**config.mk**
```make
export PLATFORM = sky130hd
export DESIGN_NAME = lcd_byte_writer_flat
export DESIGN_NICKNAME = d
export VERILOG_FILES = /design/src/rtl/lcd_pkg.sv /design/src/rtl/lcd_byte_writer_if.sv /design/src/rtl/lcd_delay_timer.sv /design/src/rtl/lcd_byte_writer.sv /design/src/flat_wrapper.sv
export SDC_FILE = /design/constraint.sdc
export NUM_CORES = 1
export LEC_CHECK = 0
export ABC_AREA = 1
export BUFFER_PORTS_ARGS = -buffer_cell sky130_fd_sc_hd__buf_2
export CAP_MARGIN = 20
export CORE_MARGIN = 2
export CORE_UTILIZATION = 45
export DETAILED_ROUTE_END_ITERATION = 10
export PLACE_DENSITY = 0.7
export SYNTH_ARGS = -nofsm -noshare
export SYNTH_HDL_FRONTEND = slang
export SYNTH_SLANG_ARGS = --single-unit
```
**constraint.sdc**
```tcl
create_clock -name clk -period 2.4 [get_ports clk]
set_clock_uncertainty 0.05 [all_clocks]
set_input_delay 0 -clock clk [delete_from_list [all_inputs] [get_ports clk]]
set_output_delay 0 -clock clk [all_outputs]
set_load 0.01 [all_outputs]
```
**src/rtl/lcd_pkg.sv**
```systemverilog
// Shared definitions for the HD44780-style 4-bit LCD byte writer: FSM states,
// default timing (50 MHz clk cycles), init nibbles and command decode helpers.
package lcd_pkg;

  localparam int unsigned CNT_W = 20;

  localparam int unsigned T_PWR_DEF   = 750000;
  localparam int unsigned T_INIT1_DEF = 205000;
  localparam int unsigned T_INIT2_DEF = 5000;
  localparam int unsigned T_CMD_DEF   = 2000;
  localparam int unsigned T_CLR_DEF   = 82000;
  localparam int unsigned T_SETUP_DEF = 2;
  localparam int unsigned T_EPW_DEF   = 12;
  localparam int unsigned T_HOLD_DEF  = 1;
  localparam int unsigned T_GAP_DEF   = 50;

  localparam logic [7:0] CMD_CLEAR     = 8'h01;
  localparam logic [7:0] CMD_HOME      = 8'h02;
  localparam logic [7:0] CMD_HOME_MASK = 8'hFE;

  localparam logic [3:0] INIT_NIB_8BIT = 4'h3;
  localparam logic [3:0] INIT_NIB_4BIT = 4'h2;

  typedef enum logic [3:0] {
    PWR_WAIT,
    INIT_SETUP,
    INIT_PULSE,
    INIT_HOLD,
    INIT_WAIT,
    IDLE,
    HI_SETUP,
    HI_PULSE,
    HI_HOLD,
    GAP,
    LO_SETUP,
    LO_PULSE,
    LO_HOLD,
    BYTE_WAIT
  } state_e;

  // Clear and return-home need the long post-command wait; 0x03 is a home alias.
  function automatic logic is_slow_cmd(input logic rs, input logic [7:0] data);
    return !rs && ((data == CMD_CLEAR) || ((data & CMD_HOME_MASK) == CMD_HOME));
  endfunction

endpackage

```
**src/rtl/lcd_byte_writer_if.sv**
```systemverilog
// Byte request channel into the LCD writer: valid/ready with rs and data payload.
interface lcd_byte_writer_if;

  logic       in_valid;
  logic       in_rs;
  logic [7:0] in_data;
  logic       in_ready;

  modport master (
    output in_valid,
    output in_rs,
    output in_data,
    input  in_ready
  );

  modport slave (
    input  in_valid,
    input  in_rs,
    input  in_data,
    output in_ready
  );

endinterface

```
**src/rtl/lcd_delay_timer.sv**
```systemverilog
// Loadable down-counter: a load of N-1 makes done assert after exactly N cycles.
// Holds at zero once expired; reset preloads RST_VAL.
module lcd_delay_timer #(
  parameter int unsigned   W       = 20,
  parameter logic [W-1:0]  RST_VAL = '0
) (
  input  logic         clk,
  input  logic         rst,
  input  logic         load,
  input  logic [W-1:0] load_val,
  output logic [W-1:0] value,
  output logic         done
);

  logic [W-1:0] cnt_q;
  logic [W-1:0] cnt_d;

  always_comb begin
    cnt_d = cnt_q;
    if (load) begin
      cnt_d = load_val;
    end else if (cnt_q != '0) begin
      cnt_d = cnt_q - W'(1);
    end
  end

  always_ff @(posedge clk) begin
    if (rst) begin
      cnt_q <= RST_VAL;
    end else begin
      cnt_q <= cnt_d;
    end
  end

  assign value = cnt_q;
  assign done  = (cnt_q == '0);

endmodule

```
**src/rtl/lcd_byte_writer.sv**
```systemverilog
// Power-on init plus byte writes to a 4-bit LCD bus; every output is registered.
// Accepts one byte in IDLE only; in_ready returns 2*(setup+pulse+hold)+gap+wait+1 cycles later.
module lcd_byte_writer
  import lcd_pkg::*;
#(
  parameter int unsigned T_PWR   = T_PWR_DEF,
  parameter int unsigned T_INIT1 = T_INIT1_DEF,
  parameter int unsigned T_INIT2 = T_INIT2_DEF,
  parameter int unsigned T_CMD   = T_CMD_DEF,
  parameter int unsigned T_CLR   = T_CLR_DEF,
  parameter int unsigned T_SETUP = T_SETUP_DEF,
  parameter int unsigned T_EPW   = T_EPW_DEF,
  parameter int unsigned T_HOLD  = T_HOLD_DEF,
  parameter int unsigned T_GAP   = T_GAP_DEF
) (
  input  logic               clk,
  input  logic               rst,
  lcd_byte_writer_if.slave   io,
  output logic               init_done,
  output logic               sf_e,
  output logic               lcd_e,
  output logic               lcd_rs,
  output logic               lcd_rw,
  output logic [3:0]         lcd_d
);

  localparam logic [CNT_W-1:0] LD_PWR   = CNT_W'(T_PWR - 1);
  localparam logic [CNT_W-1:0] LD_INIT1 = CNT_W'(T_INIT1 - 1);
  localparam logic [CNT_W-1:0] LD_INIT2 = CNT_W'(T_INIT2 - 1);
  localparam logic [CNT_W-1:0] LD_CMD   = CNT_W'(T_CMD - 1);
  localparam logic [CNT_W-1:0] LD_CLR   = CNT_W'(T_CLR - 1);
  localparam logic [CNT_W-1:0] LD_SETUP = CNT_W'(T_SETUP - 1);
  localparam logic [CNT_W-1:0] LD_EPW   = CNT_W'(T_EPW - 1);
  localparam logic [CNT_W-1:0] LD_HOLD  = CNT_W'(T_HOLD - 1);
  localparam logic [CNT_W-1:0] LD_GAP   = CNT_W'(T_GAP - 1);

  state_e           state_q, state_d;
  logic [1:0]       idx_q, idx_d;
  logic             rs_q, rs_d;
  logic [7:0]       data_q, data_d;
  logic             lcd_e_q, lcd_e_d;
  logic             lcd_rs_q, lcd_rs_d;
  logic [3:0]       lcd_d_q, lcd_d_d;
  logic             in_ready_q, in_ready_d;
  logic             init_done_q, init_done_d;

  logic             tmr_load;
  logic [CNT_W-1:0] tmr_val;
  logic [CNT_W-1:0] tmr_value;
  logic             tmr_done;
  logic             accept;

  lcd_delay_timer #(
    .W       (CNT_W),
    .RST_VAL (LD_PWR)
  ) u_timer (
    .clk      (clk),
    .rst      (rst),
    .load     (tmr_load),
    .load_val (tmr_val),
    .value    (tmr_value),
    .done     (tmr_done)
  );

  assign accept = io.in_valid && in_ready_q;

  always_comb begin
    state_d     = state_q;
    idx_d       = idx_q;
    rs_d        = rs_q;
    data_d      = data_q;
    init_done_d = init_done_q;
    tmr_load    = 1'b0;
    tmr_val     = '0;
    case (state_q)
      PWR_WAIT: if (tmr_done) begin
        state_d  = INIT_SETUP;
        tmr_load = 1'b1;
        tmr_val  = LD_SETUP;
      end
      INIT_SETUP: if (tmr_done) begin
        state_d  = INIT_PULSE;
        tmr_load = 1'b1;
        tmr_val  = LD_EPW;
      end
      INIT_PULSE: if (tmr_done) begin
        state_d  = INIT_HOLD;
        tmr_load = 1'b1;
        tmr_val  = LD_HOLD;
      end
      INIT_HOLD: if (tmr_done) begin
        state_d  = INIT_WAIT;
        tmr_load = 1'b1;
        case (idx_q)
          2'd0:    tmr_val = LD_INIT1;
          2'd1:    tmr_val = LD_INIT2;
          default: tmr_val = LD_CMD;
        endcase
      end
      INIT_WAIT: if (tmr_done) begin
        if (idx_q == 2'd3) begin
          state_d     = IDLE;
          init_done_d = 1'b1;
        end else begin
          state_d  = INIT_SETUP;
          idx_d    = idx_q + 2'd1;
          tmr_load = 1'b1;
          tmr_val  = LD_SETUP;
        end
      end
      IDLE: if (accept) begin
        state_d  = HI_SETUP;
        rs_d     = io.in_rs;
        data_d   = io.in_data;
        tmr_load = 1'b1;
        tmr_val  = LD_SETUP;
      end
      HI_SETUP: if (tmr_done) begin
        state_d  = HI_PULSE;
        tmr_load = 1'b1;
        tmr_val  = LD_EPW;
      end
      HI_PULSE: if (tmr_done) begin
        state_d  = HI_HOLD;
        tmr_load = 1'b1;
        tmr_val  = LD_HOLD;
      end
      HI_HOLD: if (tmr_done) begin
        state_d  = GAP;
        tmr_load = 1'b1;
        tmr_val  = LD_GAP;
      end
      GAP: if (tmr_done) begin
        state_d  = LO_SETUP;
        tmr_load = 1'b1;
        tmr_val  = LD_SETUP;
      end
      LO_SETUP: if (tmr_done) begin
        state_d  = LO_PULSE;
        tmr_load = 1'b1;
        tmr_val  = LD_EPW;
      end
      LO_PULSE: if (tmr_done) begin
        state_d  = LO_HOLD;
        tmr_load = 1'b1;
        tmr_val  = LD_HOLD;
      end
      LO_HOLD: if (tmr_done) begin
        state_d  = BYTE_WAIT;
        tmr_load = 1'b1;
        tmr_val  = is_slow_cmd(rs_q, data_q) ? LD_CLR : LD_CMD;
      end
      BYTE_WAIT: if (tmr_done) begin
        state_d = IDLE;
      end
      default: begin
        state_d  = PWR_WAIT;
        idx_d    = '0;
        tmr_load = 1'b1;
        tmr_val  = LD_PWR;
      end
    endcase
  end

  // Outputs are decoded from the next state so the registered pins line up with state_q.
  always_comb begin
    lcd_e_d    = 1'b0;
    lcd_rs_d   = 1'b0;
    lcd_d_d    = 4'h0;
    in_ready_d = (state_q == IDLE) && (state_d == IDLE);
    case (state_d)
      INIT_SETUP, INIT_HOLD: begin
        lcd_d_d = (idx_d == 2'd3) ? INIT_NIB_4BIT : INIT_NIB_8BIT;
      end
      INIT_PULSE: begin
        lcd_d_d = (idx_d == 2'd3) ? INIT_NIB_4BIT : INIT_NIB_8BIT;
        lcd_e_d = 1'b1;
      end
      HI_SETUP, HI_HOLD: begin
        lcd_d_d  = data_d[7:4];
        lcd_rs_d = rs_d;
      end
      HI_PULSE: begin
        lcd_d_d  = data_d[7:4];
        lcd_rs_d = rs_d;
        lcd_e_d  = 1'b1;
      end
      GAP: begin
        lcd_rs_d = rs_d;
      end
      LO_SETUP, LO_HOLD: begin
        lcd_d_d  = data_d[3:0];
        lcd_rs_d = rs_d;
      end
      LO_PULSE: begin
        lcd_d_d  = data_d[3:0];
        lcd_rs_d = rs_d;
        lcd_e_d  = 1'b1;
      end
      default: ;
    endcase
  end

  always_ff @(posedge clk) begin
    if (rst) begin
      state_q     <= PWR_WAIT;
      idx_q       <= '0;
      rs_q        <= 1'b0;
      data_q      <= '0;
      lcd_e_q     <= 1'b0;
      lcd_rs_q    <= 1'b0;
      lcd_d_q     <= 4'h0;
      in_ready_q  <= 1'b0;
      init_done_q <= 1'b0;
    end else begin
      state_q     <= state_d;
      idx_q       <= idx_d;
      rs_q        <= rs_d;
      data_q      <= data_d;
      lcd_e_q     <= lcd_e_d;
      lcd_rs_q    <= lcd_rs_d;
      lcd_d_q     <= lcd_d_d;
      in_ready_q  <= in_ready_d;
      init_done_q <= init_done_d;
    end
  end

  a_idle_timer_expired: assert property (@(posedge clk) disable iff (rst)
    (state_q == IDLE) |-> (tmr_value == '0));

  assign io.in_ready = in_ready_q;
  assign init_done   = init_done_q;
  assign lcd_e       = lcd_e_q;
  assign lcd_rs      = lcd_rs_q;
  assign lcd_d       = lcd_d_q;
  assign lcd_rw      = 1'b0;
  assign sf_e        = 1'b1;

endmodule

```
**src/flat_wrapper.sv**
```systemverilog
// flat-port wrapper written by rule: the top's interface ports become plain ports
module lcd_byte_writer_flat import lcd_pkg::*;
#(
  parameter int unsigned T_PWR   = T_PWR_DEF,
  parameter int unsigned T_INIT1 = T_INIT1_DEF,
  parameter int unsigned T_INIT2 = T_INIT2_DEF,
  parameter int unsigned T_CMD   = T_CMD_DEF,
  parameter int unsigned T_CLR   = T_CLR_DEF,
  parameter int unsigned T_SETUP = T_SETUP_DEF,
  parameter int unsigned T_EPW   = T_EPW_DEF,
  parameter int unsigned T_HOLD  = T_HOLD_DEF,
  parameter int unsigned T_GAP   = T_GAP_DEF
)
  (clk, rst, init_done, sf_e, lcd_e, lcd_rs, lcd_rw, lcd_d, io_in_valid, io_in_rs, io_in_data, io_in_ready);
  lcd_byte_writer_if io_i ();
  input  logic clk;
  input  logic rst;
  output logic init_done;
  output logic sf_e;
  output logic lcd_e;
  output logic lcd_rs;
  output logic lcd_rw;
  output logic [3:0] lcd_d;
  input wire logic [$bits(io_i.in_valid)-1:0] io_in_valid;
  input wire logic [$bits(io_i.in_rs)-1:0] io_in_rs;
  input wire logic [$bits(io_i.in_data)-1:0] io_in_data;
  output wire logic [$bits(io_i.in_ready)-1:0] io_in_ready;
  assign io_i.in_valid = io_in_valid;
  assign io_i.in_rs = io_in_rs;
  assign io_i.in_data = io_in_data;
  assign io_in_ready = io_i.in_ready;
  lcd_byte_writer #(.T_PWR(T_PWR), .T_INIT1(T_INIT1), .T_INIT2(T_INIT2), .T_CMD(T_CMD), .T_CLR(T_CLR), .T_SETUP(T_SETUP), .T_EPW(T_EPW), .T_HOLD(T_HOLD), .T_GAP(T_GAP)) u_core (.clk(clk), .rst(rst), .io(io_i), .init_done(init_done), .sf_e(sf_e), .lcd_e(lcd_e), .lcd_rs(lcd_rs), .lcd_rw(lcd_rw), .lcd_d(lcd_d));
endmodule
```
# == After elaboration in Yosys (flattened, before gate mapping) ==
# Cells that the tools add are included.
# classes
n_addsub,2
n_eq_ne,29
mux,44
bitwise,1
n_reduce_logical,22
# op_table
op,count
20-bit one-hot mux with 8 select lines,1
20-bit two-way mux,5
4-bit two-way mux,15
4-bit one-hot mux with 14 select lines,1
4-bit equality test (second input constant),11
18-bit one-hot mux with 2 select lines,1
4-bit by 3-bit equality test with 1-bit output (second input constant),7
20-bit logical NOT,1
20-bit nonzero test,1
20-bit by 1-bit subtractor with 20-bit output (second input constant),1
17-bit two-way mux,1
4-bit by 2-bit equality test with 1-bit output (second input constant),4
8-bit two-way mux,2
3-bit OR reduction,5
13-bit OR reduction,1
4-bit one-hot mux with 3 select lines,1
1-bit two-way mux,11
11-bit OR reduction,1
4-bit by 1-bit equality test with 1-bit output (second input constant),2
8-bit by 1-bit equality test with 1-bit output (second input constant),1
7-bit by 1-bit equality test with 1-bit output (second input constant),1
7-bit OR reduction,1
6-bit two-way mux,1
2-bit equality test (second input constant),2
16 further kinds,20
# word_totals
reg_bits,43
input_bits,12
output_inout_bits,10
elab_cells,108

# == Longest topological paths before layout ==
# logic_depth
word_depth,8
ltp_mapped,16
ltp_nobuf,16

# == Modules after synthesis ==
# From an unflattened synthesis, not the netlist that was laid out.
# unflattened
cells_unflattened,436
area_unflattened_um2,2796.4
# by_module_without_submodules
mod,instances,cells_per_inst,area_per_inst_um2
lcd_byte_writer,1,240,1498.9
lcd_delay_timer,1,196,1297.5

# == Worst setup path after synthesis ==
# Ideal clock, no wire load.
# synth_timing
kind,register to register
from,register u_core.u_timer.cnt_q[0] (netlist: u_core.u_timer.value[0])
to,register u_core.u_timer.cnt_q[12] (netlist: u_core.u_timer.value[12])
arrival_time_ns,1.772
required_ns,2.226
setup_slack_ns,0.453
path_stages_with_launch,15
path_buffers,0
synth_period_minus_slack_ns,1.947
cell_sequence,dfxtp_1 > inv_1 > ha_1 > nand2_4 > nor2_8 > nand3_4 > inv_2 > a31oi_1 > nand2_1 > inv_2 > nand2_2 > nor2_4 > inv_2 > nand2_1 > nand2_1
# synth_between
elab_chain_len,4
# synth_lines
element,line_no,text
start: declaration,lcd_delay_timer.sv:15,logic [W-1:0] cnt_q;
start signal: assignment,lcd_delay_timer.sv:31,cnt_q <= cnt_d;
"parallel branches: the longest is 4 deep, another holds 20-bit by 1-bit subtractor with 20-bit output",n/a,
# Parallel ways; which one is timed is not known. The select of a mux whose other input is x is not followed.
# A chain may end at the register's enable or synchronous reset.

# == Final worst setup path ==
# layout_timing
from,register u_core.u_timer.cnt_q[0] (netlist: u_core.u_timer.value[0])
to,register u_core.u_timer.cnt_q[16] (netlist: u_core.u_timer.value[16])
# Same word-level chain as after synthesis.

==> flow_metrics.py <==
metrics = {
    "finish": {
        "diodes": 0,
        "drive_gt1_frac": 0.172,
        "final_cell_mix": "86 x nand2_1, 59 x nor2_1, 53 x inv_1",
        "final_common_cell": "nand2_1",
        "nets": 447,
        "fillCellCount": 585,
        "areaGrowthSynthToFinish_pct": 13.0,
    },
    "floorplan": {
        "core_area_um2": 5610,
        "io_pins": 22,
        "die_w_um": 80.8,
        "initial_core_util": 0.473,
        "dieArea_um2": 6530,
        "rows": 27,
        "die_h_um": 80.8,
    },
    "cts": {
        "clkLatencyLatePin_ps": 300,
        "cts_num_sinks": 43,
        "cts_tree": "built",
        "cts_made_buffers": 5,
        "clock-root-buffer": "clkbuf_8",
        "clockBufferDepth": 2,
        "clkTransAtPathRegs_ps": 90,
        "cts_htree_levels": 2,
    },
    "yosys": {
        "ys_ff_latch": 43,
        "yosys.area.top_type": "dfxtp_1",
        "syn_area_um2": 2650,
        "synthTopCellsByArea": "dfxtp_1 32%, nand2_1 12%, nor2_1 8.3%",
        "syn_nets": 417,
        "ys_seq_area_frac": 0.324,
        "synth_cells": 404,
        "syn_avg_cell_area_um2": 6.57,
        "yosys_warnings": 0,
        "ys_types": 43,
        "synth_largest_type_area_fraction": 0.324,
    },
    "worst_setup_path": {
        "path_buf_inv": 4,
        "critPathSlowestCell": "dfxtp_1",
        "crit_family": "simple AND/OR/NAND/NOR gates",
        "cp-end-kind": "flop",
        "critPathLaunchType": "flop",
        "cp_slowest_stage_delay_ps": 360,
        "crit_arrival_ps": 2330,
        "path_cells": "inv_1 > ha_1 > nand2_4 > nor2_8 > nand3_4 > inv_2 > a31oi_1 > nand2_1 > inv_2 > nand2_2 > nor2_4 > inv_2 > nand2_1 > nand2_1",
        "crit_fanout": 8,
        "critPathKind": "reg2reg",
        "worstPathRequired_ps": 2540,
    },
    "timing": {
        "rsz0062_at_grt": "false",
        "finalCriticalPeriod_ps": 2190,
        "fin_crit_sh": 0.913,
        "hold_slack_ps": 12.9,
        "max_freq_ghz": 0.457,
        "worst_pin_slew_ps": 584,
        "maxSlewViolCount": 0,
        "finalSetupViolations": 0,
        "fin_setup_tns_ps": 0,
        "finalHoldViolations": 0,
        "relSlewSlack": 0.605,
    },
    "min_path": {
        "min_path_type": "in2reg",
    },
    "power": {
        "ir_worst_vdd_mv": 0.267,
        "power_density_nw_per_um2": 413,
        "finalPower_w": 0.00124,
        "p_leak_nw": 1.42,
    },
    "detailed_routing": {
        "first_iter_violations": 183,
        "wl_per_cell_um": 13.0,
        "first_pass_iters": 4,
        "routed_wl_mm": 6.57,
        "drc": 0,
        "avgViaCountPerCell": 5.25,
        "ant_nets": 0,
        "vias": 2660,
    },
    "global_routing": {
        "gr-total-overflow": 0,
        "grt_pass1_wl_mm": 11.1,
        "antenna_found_initial": 0,
        "grt_max_degree": 26,
        "grt_pass1_vias": 2437,
        "grt_usage": 0.217,
    },
    "placement": {
        "routabilityCongestion": 0.902,
        "dp_hpwl_mm": 5.01,
        "portBuffers": 19,
    },
    "status": {
        "status": "completed",
    },
    "job": {
        "maxCapViolations": 0,
    },
}
-- worst reg2reg max path, cell delays in order (launching register included) --
cell and delay [ps]:
dfxtp_1 360, inv_1 80, ha_1 250, nand2_4 130, nor2_8 70, nand3_4 100, inv_2 50, a31oi_1 190
nand2_1 190, inv_2 100, nand2_2 120, nor2_4 190, inv_2 80, nand2_1 70, nand2_1 50
-- worst paths after layout --
kind / startpoint / end / slack [ps] / cells after the start
min reg2reg: u_core.init_done$_SDFFE_PP0P_ / u_core.init_done$_SDFFE_PP0P_ / 430 / 2
max reg2reg: u_core.u_timer.value[0]$_SDFFE_PP1P_ / u_core.u_timer.value[16]$_SDFFE_PP1P_ / 210 / 14
max: u_core.u_timer.value[0]$_SDFFE_PP1P_ / u_core.u_timer.value[16]$_SDFFE_PP1P_ / 210 / 14
min: io_in_data[6] / u_core.data_q[6]$_SDFF_PP0_ / 10 / 5
-- report_power, final --
part / internal, W / total (W) / switching (W) / leakage (nW)
logic: 0.0000200 / 0.0000462 / 0.0000262 / 1.03
clock network: 0.000208 / 0.000472 / 0.000264 / 0.0443
registers: 0.000717 / 0.000721 / 0.00000370 / 0.347
-- synth_stat cells (all sizes together) --
cell / n
a211oi: 2
a21boi: 2
a21oi: 13
a31o: 1
a31oi: 3
buf: 5
clkbuf: 5
clkinv: 1
conb: 2
dfxtp: 43
ha: 1
inv: 61
nand2: 94
nand3: 21
nand3b: 1
nand4: 6
nor2: 70
nor3: 11
nor3b: 1
nor4: 4
o2111ai: 1
o211ai: 4
o21a: 2
o21ai: 30
o221ai: 1
o31ai: 1
o41ai: 1
or2: 2
xnor2: 6
xor2: 9
-- flip-flops by register name, summed over array words and instances, names as in the netlist --
| signal | count |
|---|---|
| u_core.u_timer.value | 20 |
| u_core.data_q | 8 |
| u_core.lcd_d | 4 |
| u_core.state_q | 4 |
| u_core.idx_q | 2 |
| u_core.init_done | 1 |
| u_core.io.in_ready | 1 |
| u_core.lcd_e | 1 |
| u_core.lcd_rs | 1 |
| u_core.rs_q | 1 |
-- layer usage --
layer | global-route usage | vias up | part of all wire
li1 | - | 1340 | -
met1 | 0.292 | 1236 | 0.46
met2 | 0.363 | 76 | 0.48
met3 | 0.0411 | 8 | 0.050
met4 | 0.0475 | 0 | 0.011
met5 | 0 | - | 0
-- area by class of cell --
cell class              count  area (µm²)  share of cell area
repair buffers             32         200              0.0668
inverters                  62         233              0.0776
clock buffers               5        68.8              0.0229
clock inverters             3        25.0             0.00834
multi-input cells         290        1520               0.507
well taps                  72        90.1              0.0300
flip-flops and latches     43         861               0.287
-- cells by family (layout without fill, tap and decap cells) --
group | after synthesis | count (layout) | synth area share
and+or+nand+nor | 210 | 211 | 0.375
other | 2 | 2 | 0.00283
DFF | 43 | 43 | 0.324
buffers and inverters | 72 | 102 | 0.109
AOI/OAI and AO/OA | 61 | 61 | 0.134
adders and majority gates | 1 | 1 | 0.00471
xor gates and xnor gates | 15 | 15 | 0.0495
-- timing repair --
item	CTS	global route
setup buffers	0	3
gates resized for setup	0	2
setup endpoints to repair	0	15
hold buffers	3	0
endpoints found under the hold margin	3	0
-- per-stage QoR --
step / setup slack, ps / cells / cell area, µm² / utilization
final: 210 / 507 / 3000 / 0.535
after global routing: 8.40 / 507 / 3000 / 0.535
after CTS: 129 / 503 / 2960 / 0.527
after detailed placement: 150 / 492 / 2830 / 0.505
after global placement: 178 / 492 / 2830 / 0.505
after floorplan: 453 / 404 / 2650 / -
(Power assumes the default switching activity.)
